File: src/rtl/sinc_pkg.sv
// Shared constants, types and helpers for the sinc3 decimation filter.
//   ACC_W      : accumulator / output width
//   DEC_MIN/MAX: supported decimation ratio range
//   SETTLE_CNT : comb results discarded after reset or flush
//   clamp_dec  : limits a requested ratio to the supported range
`timescale 1ns/1ps
package sinc_pkg;

  localparam int ACC_W      = 25;
  localparam int DEC_MIN    = 2;
  localparam int DEC_MAX    = 256;
  localparam int DEC_W      = 9;
  localparam int SETTLE_CNT = 3;

  typedef logic [ACC_W-1:0] acc_t;

  function automatic logic [DEC_W-1:0] clamp_dec(input logic [DEC_W-1:0] dec,
                                                 input int dmin,
                                                 input int dmax);
    if (int'(dec) < dmin) return DEC_W'(dmin);
    if (int'(dec) > dmax) return DEC_W'(dmax);
    return dec;
  endfunction

endpackage

File: src/rtl/sinc3_comb.sv
// Three-stage registered differentiator (comb) for the sinc3 decimator.
//   sys_clk  : clock, rising edge
//   reset    : synchronous, active-high
//   flush    : clears all delays and any event in flight
//   comb_ev  : one-cycle strobe, i3 holds a new decimated integrator value
//   i3       : third integrator output
//   c3       : comb result, valid while c3_valid is high
//   c3_valid : one-cycle strobe, three cycles after comb_ev
`timescale 1ns/1ps
module sinc3_comb
  import sinc_pkg::*;
#(
  parameter int ACC_W = sinc_pkg::ACC_W
) (
  input  logic             sys_clk,
  input  logic             reset,
  input  logic             flush,
  input  logic             comb_ev,
  input  logic [ACC_W-1:0] i3,
  output logic [ACC_W-1:0] c3,
  output logic             c3_valid
);

  // Index 0 is the pipeline input; index n is the output of stage n.
  logic [3:0][ACC_W-1:0] stage_d;
  logic [3:0]            stage_v;

  assign stage_d[0] = i3;
  assign stage_v[0] = comb_ev;

  genvar gi;
  generate
    for (gi = 0; gi < 3; gi++) begin : g_stage
      logic [ACC_W-1:0] z_reg;
      logic [ACC_W-1:0] diff_reg;
      logic             vld_reg;

      always_ff @(posedge sys_clk) begin
        if (reset || flush) begin
          z_reg    <= '0;
          diff_reg <= '0;
          vld_reg  <= 1'b0;
        end else begin
          vld_reg <= stage_v[gi];
          if (stage_v[gi]) begin
            // Modulo 2^ACC_W difference undoes the integrator wrap.
            diff_reg <= stage_d[gi] - z_reg;
            z_reg    <= stage_d[gi];
          end
        end
      end

      assign stage_d[gi+1] = diff_reg;
      assign stage_v[gi+1] = vld_reg;
    end
  endgenerate

  assign c3       = stage_d[3];
  assign c3_valid = stage_v[3];

endmodule

File: src/rtl/sinc3_decim_filter.sv
// Sinc3 (order-3 CIC) decimator for a 1-bit sigma-delta bitstream.
//   sys_clk    : clock, rising edge
//   reset      : synchronous, active-high
//   enable     : 1 = run, 0 = hold filter state (comb in flight completes)
//   MCLK       : modulator clock, synchronous to sys_clk; rising edge samples
//   MDAT       : modulator bitstream, asynchronous (2-flop synchroniser)
//   DEC        : decimation ratio, clamped to DEC_MIN..DEC_MAX
//   flush      : one-cycle pulse restarting the filter
//   trip_hi/lo : unsigned over-range thresholds
//   trip_clr   : clears the sticky trip flag
//   data_out   : decimated unsigned sample, 0..D^3
//   data_valid : one-cycle strobe for a new data_out
//   trip       : sticky over-range flag
`timescale 1ns/1ps
module sinc3_decim_filter
  import sinc_pkg::*;
#(
  parameter int ACC_W   = sinc_pkg::ACC_W,
  parameter int DEC_MAX = sinc_pkg::DEC_MAX,
  parameter int DEC_MIN = sinc_pkg::DEC_MIN
) (
  input  logic             sys_clk,
  input  logic             reset,
  input  logic             enable,
  input  logic             MCLK,
  input  logic             MDAT,
  input  logic [8:0]       DEC,
  input  logic             flush,
  input  logic [ACC_W-1:0] trip_hi,
  input  logic [ACC_W-1:0] trip_lo,
  input  logic             trip_clr,
  output logic [ACC_W-1:0] data_out,
  output logic             data_valid,
  output logic             trip
);

  logic             mdat_s1_reg, mdat_s2_reg, mclk_d_reg;
  logic             sample_en;
  logic [ACC_W-1:0] x;
  logic [ACC_W-1:0] i1_reg, i2_reg, i3_reg;
  logic [DEC_W-1:0] d_reg, cnt_reg, dec_clamped;
  logic             comb_ev_reg;
  logic [1:0]       settle_reg;
  logic [ACC_W-1:0] c3;
  logic             c3_valid;
  logic [ACC_W-1:0] data_out_reg;
  logic             data_valid_reg;
  logic             trip_reg;

  // Input conditioning runs regardless of enable so that re-enabling never
  // sees a stale MCLK level and fabricates an edge.
  always_ff @(posedge sys_clk) begin
    if (reset) begin
      mdat_s1_reg <= 1'b0;
      mdat_s2_reg <= 1'b0;
      mclk_d_reg  <= 1'b0;
    end else begin
      mdat_s1_reg <= MDAT;
      mdat_s2_reg <= mdat_s1_reg;
      mclk_d_reg  <= MCLK;
    end
  end

  assign sample_en   = MCLK & ~mclk_d_reg & enable;
  assign x           = {{(ACC_W-1){1'b0}}, mdat_s2_reg};
  assign dec_clamped = clamp_dec(DEC, DEC_MIN, DEC_MAX);

  always_ff @(posedge sys_clk) begin
    if (reset) begin
      i1_reg         <= '0;
      i2_reg         <= '0;
      i3_reg         <= '0;
      cnt_reg        <= '0;
      d_reg          <= dec_clamped;   // last reset cycle latches the ratio
      comb_ev_reg    <= 1'b0;
      settle_reg     <= '0;
      data_out_reg   <= '0;
      data_valid_reg <= 1'b0;
    end else if (flush) begin
      i1_reg         <= '0;
      i2_reg         <= '0;
      i3_reg         <= '0;
      cnt_reg        <= '0;
      d_reg          <= dec_clamped;
      comb_ev_reg    <= 1'b0;
      settle_reg     <= '0;
      data_valid_reg <= 1'b0;
    end else begin
      comb_ev_reg    <= 1'b0;
      data_valid_reg <= 1'b0;
      if (sample_en) begin
        // All three integrators advance from their old values.
        i1_reg <= i1_reg + x;
        i2_reg <= i2_reg + i1_reg;
        i3_reg <= i3_reg + i2_reg;
        if (cnt_reg == d_reg - DEC_W'(1)) begin
          cnt_reg     <= '0;
          comb_ev_reg <= 1'b1;
          d_reg       <= dec_clamped;  // DEC changes apply at the boundary
        end else begin
          cnt_reg <= cnt_reg + DEC_W'(1);
        end
      end
      if (c3_valid) begin
        // Until the comb delays hold real history the result is garbage.
        if (settle_reg < 2'(SETTLE_CNT)) begin
          settle_reg <= settle_reg + 2'd1;
        end else begin
          data_out_reg   <= c3;
          data_valid_reg <= 1'b1;
        end
      end
    end
  end

  sinc3_comb #(
    .ACC_W (ACC_W)
  ) u_comb (
    .sys_clk  (sys_clk),
    .reset    (reset),
    .flush    (flush),
    .comb_ev  (comb_ev_reg),
    .i3       (i3_reg),
    .c3       (c3),
    .c3_valid (c3_valid)
  );

  // Trip is evaluated on the cycle the new sample is presented; a trip
  // condition beats a simultaneous clear. Flush leaves it alone.
  always_ff @(posedge sys_clk) begin
    if (reset) begin
      trip_reg <= 1'b0;
    end else if (data_valid_reg &&
                 ((data_out_reg > trip_hi) || (data_out_reg < trip_lo))) begin
      trip_reg <= 1'b1;
    end else if (trip_clr) begin
      trip_reg <= 1'b0;
    end
  end

  assign data_out   = data_out_reg;
  assign data_valid = data_valid_reg;
  assign trip       = trip_reg;

endmodule

File: config.mk
export PLATFORM = sky130hd
export DESIGN_NAME = sinc3_decim_filter
export DESIGN_NICKNAME = d
export VERILOG_FILES = /design/src/rtl/sinc_pkg.sv /design/src/rtl/sinc3_comb.sv /design/src/rtl/sinc3_decim_filter.sv
export SDC_FILE = /design/constraint.sdc
export NUM_CORES = 1
export LEC_CHECK = 0
export ABC_CLOCK_PERIOD_IN_PS = 4000
export CAP_MARGIN = 15
export CORE_UTILIZATION = 30
export CTS_CLUSTER_SIZE = 16
export DETAILED_ROUTE_END_ITERATION = 16
export PLACE_DENSITY = 0.53
export RECOVER_POWER = 25
export SLEW_MARGIN = 20
export SYNTH_ARGS = -nofsm -noshare
export SYNTH_HDL_FRONTEND = slang
export SYNTH_SLANG_ARGS = --single-unit
File: constraint.sdc
create_clock -name sys_clk -period 4 [get_ports sys_clk]
set_clock_uncertainty 0.2 [all_clocks]
set_input_delay 0.8 -clock sys_clk [delete_from_list [all_inputs] [get_ports sys_clk]]
set_output_delay 0.8 -clock sys_clk [all_outputs]
set_load 0.05 [all_outputs]
# After elaboration in Yosys (flattened, before gate mapping)
# Cells that the tools add are included.
# totals
ff_bits	279
mem_count	0
rom_bits	0
mem_bits_rw	0
elab_cells	72
output_inout_bits	27
inputBits	66
latchBits	0
# op_classes
n_mux	16
multipliers	0
n_reduce_logical	12
div_mod_pow	0
addsub	9
eq_ne	1
n_lt_le_gt_ge	5
n_bitwise	7
n_shift	0
# ops
cell	n
two-way mux 9 bit	9
subtractor 25 bit	3
adder 25 bit	2
adder 25 x 1 -> 25 bit	1
greater-than comparator 25 bit	1
< comparator 25 bit	1
adder 9 x 1 -> 9 bit, second input constant	1
equality test 9 bit	1
greater-than comparator 9 bit, second input constant	1
< comparator 9 x 2 -> 1 bit, second input constant	1
subtractor 9 x 1 -> 9 bit, second input constant	1
two-way mux 1 bit	7
nonzero test 3 bit	2
OR reduction 3 bit	2
inverter 1 bit	5
AND reduction 2 bit	2
AND reduction 3 bit	1
adder 2 x 1 -> 2 bit, second input constant	1
bitwise AND 1 bit	2
logical OR 1 bit	2
< comparator 2 bit, second input constant	1
nonzero test 2 bit	1
OR reduction 2 bit	1
logical AND 1 bit	1

# Logic depth before layout (Yosys ltp)
# Gate-level depths: netlist (run 1).
# depth
word_depth	9
ltp_mapped	12
ltp_nobuf	12

# By module
# From an unflattened synthesis (run 1), not the netlist that was laid out.
# hier_totals
cells_unflattened	2158
hier_area_um2	17638.2
# by_module_without_submodules
module	area_per_inst_um2	cells_each	n_inst	seq_area_each_um2
sinc3_comb	9117.5	1103	1	3062.9
sinc3_decim_filter	8520.7	1055	1	2612.5

# Least setup slack after synthesis (run 1)
# No wires, ideal clock.
# synth_timing
kind	register to register
from	reg i2_reg[0]
to	reg i3_reg[24]
path_slack_ps	1119
required_time_ps	3672
n_path_buf	0
period_less_slack_ps	2881
arrival_time_ps	2554
path_stages_with_launch	12
setup_ps	128
cell_sequence	dfxtp_1 ha_1 fa_1 a211oi_2 o211ai_1 and3_4 or4b_1 a31oi_1 xor2_1 nor2_1 xnor2_1 nor2_1
# synth_via
elab_chain_cells	1
# synth_rtl
item	line_no	rtl
from (decl)	sinc3_decim_filter.sv:40	logic [ACC_W-1:0] i1_reg, i2_reg, i3_reg;
from (signal assigned)	sinc3_decim_filter.sv:94	i2_reg <= i2_reg + i1_reg;
adder 25 bit	sinc3_decim_filter.sv:95	i3_reg <= i3_reg + i2_reg;
to (signal assigned)	sinc3_decim_filter.sv:95	
to (decl)	sinc3_decim_filter.sv:40	
# No other way between the ends.
# A chain may end at the register's enable or synchronous reset.

# Worst setup path in the final report (run 1)
# layout_timing
from	in reset
to	reg d_reg[4], enable pin
# layout_via
elab_chain_cells	2
elab_cells_between_ends	3
cone_classes	reduce/logical (3)
# layout_rtl
item	line_no	rtl
from (decl)	sinc3_decim_filter.sv:23	input logic reset,
nonzero test 3 bit (no source line)	--	
AND reduction 2 bit (no source line) *	--	
to (signal assigned)	sinc3_decim_filter.sv:74	d_reg <= dec_clamped;
to (signal assigned)	sinc3_decim_filter.sv:84	d_reg <= dec_clamped;
to (signal assigned)	sinc3_decim_filter.sv:99	d_reg <= dec_clamped;
to (decl)	sinc3_decim_filter.sv:41	logic [DEC_W-1:0] d_reg, cnt_reg, dec_clamped;
# Every way passes the cells marked *; elsewhere a longest branch is shown, timed or not.

==> flow_metrics.py, run 1 <==
metrics = {
    "drt": {
        "drcViolationCount": 0,
        "drt-vias-per-instance": 4.83,
        "detail_route.wl_per_cell_um": 13.5,
        "routed_wl_um": 39700,
        "drt_first_pass_iters": 4,
        "postRouteAntennaNets": 0,
        "drt_iter0_markers": 575,
        "vias": 14200,
    },
    "synthesis": {
        "ys_seq_elements": 279,
        "async_flop_share": 0,
        "synth_cell_type_count": 71,
        "synth_ff_type": "dfxtp_1",
        "syn_area_mm2": 0.0173,
        "yosys_warnings": 0,
        "synth_cells": 2100,
        "seq_area_frac_synth": 0.328,
        "synth_enable_flop_cells": 9,
        "syn-num-nets": 2345,
        "syn_area_per_cell_um2": 8.25,
    },
    "cts": {
        "postCtsSetupBuffers": 0,
        "cts_buffer_depth": 3,
        "cts_buffers": 31,
        "h-tree-depth": 1,
        "hold_buffers": 0,
        "cts.sinks": 279,
        "clk_latency_ns": 0.58,
        "cts_tree": "done",
        "clock_tree.root_cell": "clkbuf_16",
        "clk_pin_slew_worst_paths_ns": 0.06,
        "cts.repair.resized": 0,
    },
    "layout": {
        "multiInputGateArea_mm2": 0.0108,
        "seq_area_mm2": 0.00568,
        "drive_gt1_frac": 0.0376,
        "area_growth_pct": 15.2,
        "layout.nets": 2405,
        "largest_reg_flops": 75,
        "num_antenna_cells": 0,
        "final.fill_count": 5869,
        "finish.utilization": 0.352,
        "postLayoutCellArea_mm2": 0.0200,
    },
    "sta": {
        "slew_viol_final": 148,
        "setup_violations": 0,
        "hold_viol": 0,
        "fin_crit_sh": 0.872,
        "setup_tns_ns": 0,
        "fmax_mhz": 287,
        "tightest_slew_ns": 2.02,
        "timing.hold.ws_ns": 0.245,
        "slew_headroom": -0.345,
        "rsz0062_at_grt": "false",
        "final.min_clock_period_ns": 3.49,
    },
    "place": {
        "gp_congestion": 0.862,
        "dp_hpwl_um": 30200,
        "dpl-instance-area_mm2": 0.0190,
        "portBuffers": 92,
    },
    "global_route": {
        "gr-total-overflow": 0,
        "grt_start_max_net_pins": 86,
        "grt_pass1_vias": 13700,
        "globalRouteTotalUtil": 0.133,
        "grt_pass1_wl_um": 67200,
        "antenna_found_initial": 0,
    },
    "floorplanning": {
        "die-height_um": 242,
        "core_mm2": 0.0567,
        "die_area_mm2": 0.0587,
        "dieWidth_um": 242,
        "start_util": 0.305,
        "rows": 87,
        "ioPinCount": 93,
    },
    "min_path": {
        "hp-class": "flip-flop to flip-flop",
        "hold_start": "mdat_s1_reg",
    },
    "setup_path": {
        "path_cells": "dlygate4sd3_1 > nor2_1 > clkbuf_1 > nand2_1",
        "rr_worst_depth": 3,
        "path_class": "input pin to flip-flop",
        "crit_path_end": "d_reg[4]",
        "r2r_slack_ns": 0.69,
        "slowest_stage": "clkbuf_1",
        "critPathLaunch": "reset",
        "cp.arrival_ns": 3.41,
        "r2r_start": "u_comb.g_stage[1].vld_reg",
        "critPathMaxStageDelay_ns": 1.06,
        "endpoint_kind": "flip-flop",
        "required_ns": 3.92,
        "cp-start-kind": "input pin",
        "worst-path-max-fanout": 20,
        "r2r_end": "u_comb.g_stage[2].z_reg[13]",
    },
    "pwr": {
        "p_leak_nw": 7.99,
        "power.total_w": 0.00581,
        "ir_drop_uv": 284,
        "p_per_area_mw_per_mm2": 291,
    },
    "job": {
        "maxCapViolations": 3,
    },
    "outcome": {
        "violations": "max-capacitance violations, max-slew violations",
        "status": "complete, but fails checks",
    },
}
cell usage after synthesis, types with 21 or more instances:
cell type / number / area [um2]
a211oi_1: 28 / 210
a21o_1: 72 / 541
a21oi_1: 183 / 916
clkbuf_1: 61 / 229
dfxtp_1: 270 / 5410
ha_1: 174 / 2180
inv_1: 156 / 586
mux2i_1: 109 / 1090
nand2_1: 208 / 781
nand3_1: 26 / 130
nand4_1: 32 / 200
nor2_1: 234 / 878
nor2b_1: 29 / 181
nor3_1: 21 / 105
o21ai_0: 101 / 505
xnor2_1: 78 / 683
xor2_1: 67 / 587
stage by stage:
step | instances | setup WS, ns
2_1_floorplan | 2100 | 1.12
3_3_place_gp | 2883 | 0.757
3_5_place_dp | 2883 | 0.750
4_1_cts | 2938 | 0.825
5_1_grt | 2938 | 0.347
6_report | 2938 | 0.511
final cells by class:
type / count / area share
repair buffers: 107 / 0.0511
well taps: 756 / 0.0474
flip-flops and latches: 279 / 0.284
clock inverters: 7 / 0.00320
clock buffers: 48 / 0.0451
multi-input cells: 1584 / 0.539
inverters: 157 / 0.0295
cells in the final DEF, fill, tap and decap left out, types with 5 or more instances in the layout:
master,netlist,final
clkbuf_16,0,32
and3_1,20,20
o21a_1,18,18
xnor2_1,78,78
a21o_1,72,72
o211ai_1,8,8
nor4_1,6,6
clkinv_2,0,5
nand4_1,32,32
nor3_1,21,21
ha_1,174,174
a31oi_1,17,17
clkbuf_1,61,15
nand3_1,26,26
o21ai_0,101,101
o31ai_1,5,5
fa_1,5,5
buf_4,1,11
o21bai_1,19,19
nor2b_1,29,29
xor2_1,67,67
nor2_1,234,233
a2111oi_0,7,7
a211oi_1,28,28
inv_1,156,156
dfxtp_1,270,268
clkdlybuf4s50_1,0,89
nand2_1,208,208
or3_1,10,10
a21oi_1,183,183
a41oi_1,6,6
edfxtp_1,9,9
nand2b_1,14,14
nand3b_1,9,9
o21ai_1,9,9
mux2i_1,109,109
worst max-delay path: cells and delay by family:
family | cells | cell delay [ns]
AND/OR/NAND/NOR | 2 | 0.94
buffers and inverters | 2 | 1.64
cell families (layout without fill, tap and decap cells):
kind of cell / after synthesis / count (layout) / share of synthesized area
compound gates: 522 / 522 / 0.190
xor+xnor: 145 / 145 / 0.0733
fa+ha+maj: 179 / 179 / 0.131
buf+inv: 237 / 319 / 0.0516
flops: 279 / 279 / 0.328
mux: 109 / 109 / 0.0630
simple gates: 629 / 629 / 0.163
power breakdown:
group | switching (W) | internal [W]
Sequential | 0.0000108 | 0.00281
Clock | 0.00111 | 0.00160
Combinational | 0.000157 | 0.000125
Total | 0.00128 | 0.00453
metal layers:
metal	vias to the layer above	part of all wire	GRT usage
met5	-	0	0
met4	0	0.025	0.0383
met3	60	0.024	0.0173
met2	158	0.48	0.233
met1	6489	0.48	0.170
li1	7476	-	-
worst min-delay path by stage:
stage                               end  slack (ns)  cells past startpoint
final                       mdat_s2_reg        0.24                      1
after global routing        mdat_s2_reg        0.27                      1
after CTS                   data_out[5]        0.25                      2
after detailed placement    mdat_s2_reg        0.24                      1
after global placement    u_comb.c3[12]        0.24                      2
after floorplan             mdat_s2_reg        0.21                      1
Power figures use the tool's default switching activity.
==> inputs of run 2 (changes only) <==
--- a/config.mk
+++ b/config.mk
@@ -10,6 +10,7 @@
 export CORE_UTILIZATION = 30
 export CTS_CLUSTER_SIZE = 16
 export DETAILED_ROUTE_END_ITERATION = 16
+export GPL_ROUTABILITY_DRIVEN = 1
 export PLACE_DENSITY = 0.53
 export RECOVER_POWER = 25
 export SLEW_MARGIN = 20
==> results of run 2 <==
Final layout, timing and power as in run 1 (identical DEF).
